`config.mk`:
```
export PLATFORM = sky130hd
export DESIGN_NAME = sequence_generator
export DESIGN_NICKNAME = d
export VERILOG_FILES = /design/src/rtl/sequence_generator.sv
export SDC_FILE = /design/constraint.sdc
export NUM_CORES = 1
export LEC_CHECK = 0
export ABC_CLOCK_PERIOD_IN_PS = 6400
export CAP_MARGIN = 20
export CORE_ASPECT_RATIO = 0.7
export CORE_UTILIZATION = 45
export CTS_CLUSTER_DIAMETER = 40
export DETAILED_ROUTE_END_ITERATION = 8
export GPL_TIMING_DRIVEN = 0
export PLACE_DENSITY = 0.79
export SKIP_CTS_REPAIR_TIMING = 1
export SLEW_MARGIN = 20
export SYNTH_ARGS = -nofsm -noshare
export SYNTH_HDL_FRONTEND = slang
export SYNTH_SLANG_ARGS = --single-unit
```
`constraint.sdc`:
```
create_clock -name clk -period 6.4 [get_ports clk]
set_input_delay 1.92 -clock clk [delete_from_list [all_inputs] [get_ports clk]]
set_output_delay 1.92 -clock clk [all_outputs]
set_load 0.02 [all_outputs]
```
`src/rtl/sequence_generator.sv`:
```
// Serial pattern generator: emits pattern MSB-first over pat_len cycles,
// optionally repeated with idle gaps between repetitions; all outputs registered.
module sequence_generator #(
  parameter int MAX_LEN = 16,
  parameter int LEN_W   = 5,
  parameter int RPT_W   = 4
) (
  input  logic               clk,
  input  logic               reset,
  input  logic               start,
  input  logic               abort,
  input  logic [MAX_LEN-1:0] pattern,
  input  logic [LEN_W-1:0]   pat_len,
  input  logic [RPT_W-1:0]   repeat_cnt,
  input  logic [RPT_W-1:0]   gap,
  output logic               data_out,
  output logic               data_valid,
  output logic               busy,
  output logic               done
);

  typedef enum logic [1:0] {IDLE, SEND, GAP} state_t;

  localparam logic [LEN_W-1:0]   MAX_LEN_C = LEN_W'(MAX_LEN);
  localparam logic [LEN_W-1:0]   LEN_ONE   = LEN_W'(1);
  localparam logic [RPT_W-1:0]   RPT_ONE   = RPT_W'(1);
  localparam logic [MAX_LEN-1:0] BIT0      = MAX_LEN'(1);

  state_t             state, state_d;
  logic [MAX_LEN-1:0] pat_q, pat_d;
  logic [LEN_W-1:0]   len_q, len_d, idx_q, idx_d, len_clamp;
  logic [RPT_W-1:0]   rpt_q, rpt_d, gap_q, gap_d, gcnt_q, gcnt_d;
  logic               dout_d, valid_d, busy_d, done_d;

  always_comb begin
    state_d = state;
    pat_d   = pat_q;
    len_d   = len_q;
    idx_d   = idx_q;
    rpt_d   = rpt_q;
    gap_d   = gap_q;
    gcnt_d  = gcnt_q;
    valid_d = 1'b0;
    busy_d  = 1'b0;
    done_d  = 1'b0;
    len_clamp = (pat_len > MAX_LEN_C) ? MAX_LEN_C : pat_len;

    unique case (state)
      IDLE: begin
        if (start && !abort) begin
          if (len_clamp == '0) begin
            done_d = 1'b1;
          end else begin
            pat_d   = pattern;
            len_d   = len_clamp;
            rpt_d   = repeat_cnt;
            gap_d   = gap;
            idx_d   = len_clamp - LEN_ONE;
            state_d = SEND;
            valid_d = 1'b1;
            busy_d  = 1'b1;
          end
        end
      end
      SEND: begin
        if (abort) begin
          state_d = IDLE;
        end else if (idx_q != '0) begin
          idx_d   = idx_q - LEN_ONE;
          valid_d = 1'b1;
          busy_d  = 1'b1;
        end else if (rpt_q != '0) begin
          rpt_d = rpt_q - RPT_ONE;
          if (gap_q != '0) begin
            // gcnt counts remaining gap cycles after this one
            state_d = GAP;
            gcnt_d  = gap_q - RPT_ONE;
            busy_d  = 1'b1;
          end else begin
            idx_d   = len_q - LEN_ONE;
            valid_d = 1'b1;
            busy_d  = 1'b1;
          end
        end else begin
          state_d = IDLE;
          done_d  = 1'b1;
        end
      end
      GAP: begin
        if (abort) begin
          state_d = IDLE;
        end else if (gcnt_q != '0) begin
          gcnt_d = gcnt_q - RPT_ONE;
          busy_d = 1'b1;
        end else begin
          state_d = SEND;
          idx_d   = len_q - LEN_ONE;
          valid_d = 1'b1;
          busy_d  = 1'b1;
        end
      end
      default: state_d = IDLE;
    endcase

    // Bit presented next cycle is selected from the next-cycle index.
    dout_d = valid_d & (|(pat_d & (BIT0 << idx_d)));
  end

  always_ff @(posedge clk or negedge reset) begin
    if (!reset) begin
      state      <= IDLE;
      pat_q      <= '0;
      len_q      <= '0;
      idx_q      <= '0;
      rpt_q      <= '0;
      gap_q      <= '0;
      gcnt_q     <= '0;
      data_out   <= 1'b0;
      data_valid <= 1'b0;
      busy       <= 1'b0;
      done       <= 1'b0;
    end else begin
      state      <= state_d;
      pat_q      <= pat_d;
      len_q      <= len_d;
      idx_q      <= idx_d;
      rpt_q      <= rpt_d;
      gap_q      <= gap_d;
      gcnt_q     <= gcnt_d;
      data_out   <= dout_d;
      data_valid <= valid_d;
      busy       <= busy_d;
      done       <= done_d;
    end
  end

endmodule

```
==> flow_metrics.env <==
export IMPL_status="finished clean"
export IMPL_cpMaxStageDelayCell="or4b_2"
export IMPL_syn_inst=238
export IMPL_drt_first_pass_iters=4
export IMPL_clk_pin_slew_ns=0.08
export IMPL_grt_pass1_wl_um=9218
export IMPL_setup_violations=0
export IMPL_synthesis_nets=277
export IMPL_wl_per_cell_um=14.73
export IMPL_overflow=0
export IMPL_worst_setup_path_end_kind="flop"
export IMPL_period_needed_ns=5.134
export IMPL_critPathKind="primary input to flop"
export IMPL_dieWidth_um=90.26
export IMPL_worst_path_largest_cell_delay_ns=0.71
export IMPL_clock_fmax_ghz=0.1948
export IMPL_cp_buffers_inverters=1
export IMPL_slew_headroom_pct=38.05
export IMPL_grt_max_degree=28
export IMPL_worstMarginPinSlew_ns=0.9163
export IMPL_maxSlewViolCount=0
export IMPL_syn_to_final_growth_pct=23.36
export IMPL_io_pins=37
export IMPL_row_count=22
export IMPL_arrival_ns=5.31
export IMPL_tns_ns=0
export IMPL_layout_commonest_cell="dfrtp_1"
export IMPL_ys_seq_area_share_pct=44.88
export IMPL_yosys_register_bits=44
export IMPL_cts_sinks=44
export IMPL_cpLargestDelayFamily="simple AND/OR/NAND/NOR gates"
export IMPL_place_gp_congestion=0.9423
export IMPL_ys_types=45
export IMPL_antenna_found_initial=0
export IMPL_final_layout_size_suffix_gt1_share_pct=15.19
export IMPL_cts_buffer_depth=2
export IMPL_crit_fanout=9
export IMPL_numCtsBuffers=5
export IMPL_clock_latency_ns=0.30
export IMPL_grt_pass1_vias=1850
export IMPL_syn_cell_area_um2=2454
export IMPL_drt_wl_total_um=5230
export IMPL_synth_edf_count=0
export IMPL_n_antenna_cell=0
export IMPL_cts_max_level=2
export IMPL_total_leakage_power_nw=1.256
export IMPL_avgViaCountPerCell=5.451
export IMPL_die_h_um=63.78
export IMPL_cts_tree="done"
export IMPL_async_flop_share_pct=100.0
export IMPL_nNetsFinal=321
export IMPL_drv_cap=0
export IMPL_finalHoldViolCount=0
export IMPL_ir_drop_mv=0.1615
export IMPL_skew_ns=0.003644
export IMPL_crit_chain="clkdlybuf4s50_1 > nand2b_1 > ha_1 > or4b_2 > nand3_2 > a22oi_1 > nor4_4 > mux2i_1 > mux2i_1 > mux2i_1 > o22ai_1"
export IMPL_grt_usage_pct=20.39
export IMPL_n_fill_cell=457
export IMPL_finish_instance_area_um2=3027
export IMPL_postSynthAreaPerCell_um2=10.31
export IMPL_placed_area_um2=2919
export IMPL_cts_root_buf="clkbuf_8"
export IMPL_rsz0062_at_grt="false"
export IMPL_ant_nets=0
export IMPL_startpoint_type="primary input"
export IMPL_dpl_hpwl_um=3892
export IMPL_dieArea_um2=5756
export IMPL_fp_coreArea_um2=5258
export IMPL_drt_initial_drc_count=219
export IMPL_hold_class="flop to flop"
export IMPL_vias=1935
export IMPL_most_common_layout_cells="dfrtp_1, clkdlybuf4s50_1, mux2_2"
export IMPL_min_period_over_period_pct=80.21
export IMPL_port_buffers=36
export IMPL_synth_warnings=0
export IMPL_start_util_pct=46.67
export IMPL_drcViolationCount=0
export IMPL_synth_main_ff_cell="dfrtp_1"
export IMPL_required_ns=6.58
export IMPL_crit_top_cell="mux2i_1"
export IMPL_power_density_nw_per_um2=373.6
through the flow:
stage                     hold slack [ns]  power [mW]  utilization, %  setup WS [ns]  cells
after global placement             0.4772      0.9006           55.24         0.9806    346
after CTS                          0.4991       1.130           57.57          1.283    355
final                              0.4988       1.131           57.57          1.266    355
after floorplan                    0.4669      0.7865               -          2.143    238
after global routing               0.5117       1.221           57.57         0.9682    355
after detailed placement           0.4806      0.9171           55.52          1.008    347
metal layers:
layer	routed length (um)	global-route usage (%)	part of all wire [%]	up-vias
met5	0	0	0	-
met4	61	4.435	1.2	0
met3	281	4.524	5.4	7
met2	2124	28.63	41	48
met1	2762	31.73	53	928
li1	-	-	-	952
kinds of logic after synthesis:
logic type / Yosys count / share of synthesized area, %
and+or+nand+nor: 79 / 18.15
AOI/OAI and AO/OA: 47 / 12.04
DFF: 44 / 44.88
muxes: 39 / 17.03
buffers and inverters: 17 / 2.703
xor gates and xnor gates: 6 / 2.142
adders and majority gates: 6 / 3.060
Yosys cell counts, types with 2 or more instances:
| master | number | area [um^2] |
|---|---|---|
| dfrtp_1 | 44 | 1101 |
| mux2_2 | 22 | 247.7 |
| nor2_1 | 20 | 75.07 |
| mux2i_1 | 17 | 170.2 |
| nand2_1 | 15 | 56.30 |
| o21ai_0 | 14 | 70.07 |
| a21oi_1 | 10 | 50.05 |
| inv_1 | 9 | 33.78 |
| nand2b_1 | 8 | 50.05 |
| nor3_1 | 8 | 40.04 |
| clkbuf_1 | 6 | 22.52 |
| ha_1 | 6 | 75.07 |
| nand3_1 | 5 | 25.02 |
| nor2b_1 | 5 | 31.28 |
| o22ai_1 | 4 | 25.02 |
| xnor2_1 | 4 | 35.03 |
| a211oi_1 | 3 | 22.52 |
| a31oi_1 | 3 | 18.77 |
| a21boi_0 | 2 | 15.01 |
| buf_2 | 2 | 10.01 |
| nand4_1 | 2 | 12.51 |
| nor3b_1 | 2 | 15.01 |
| o32ai_1 | 2 | 17.52 |
| or3b_2 | 2 | 17.52 |
| or4b_2 | 2 | 20.02 |
| xor2_1 | 2 | 17.52 |
flip-flops by register name, summed over array words and instances (netlist names):
name,count
state,2
done,1
gcnt_q,4
pat_q,16
data_out,1
idx_q,5
busy,1
rpt_q,4
gap_q,4
data_valid,1
len_q,5
power by group:
part	internal (mW)	leakage [nW]	switching, mW
Clock	0.116	0.0552	0.0935
Sequential	0.376	0.536	0.0736
Combinational	0.231	0.665	0.241
final timing paths:
kind	startpoint	endpoint	slack, ns	cells after the start
worst max-delay path	pat_len[4]	data_out	1.27	11
worst min-delay path	pat_q[8]	pat_q[8]	0.50	1
worst max register to register	idx_q[0]	data_out	3.27	11
worst min register to register	pat_q[8]	pat_q[8]	0.50	1
max in group asynchronous	reset	gcnt_q[1]	4.38	2
min in group asynchronous	reset	pat_q[13]	1.54	1
area by class of cell:
cell class / count / area (um^2) / area share (%)
multi-input cells: 177 / 1286 / 42.50
flip-flops and latches: 44 / 1101 / 36.38
repair buffers: 37 / 375.4 / 12.40
well taps: 72 / 90.09 / 2.976
clock buffers: 6 / 72.57 / 2.398
clock inverters: 2 / 35.03 / 1.158
inverters: 9 / 33.78 / 1.116
plain buffers: 8 / 32.53 / 1.075
worst register-to-register path, stage by stage (launching register included):
cell and delay, ns:
dfrtp_1 0.45, inv_1 0.15, ha_1 0.24, or4b_2 0.60
clkbuf_1 0.20, nand2_1 0.10, nor3_1 0.06, nor4_4 0.53
mux2i_1 0.28, mux2i_1 0.09, mux2i_1 0.19, o22ai_1 0.11
Note: power is estimated with default switching activity, not from simulation.
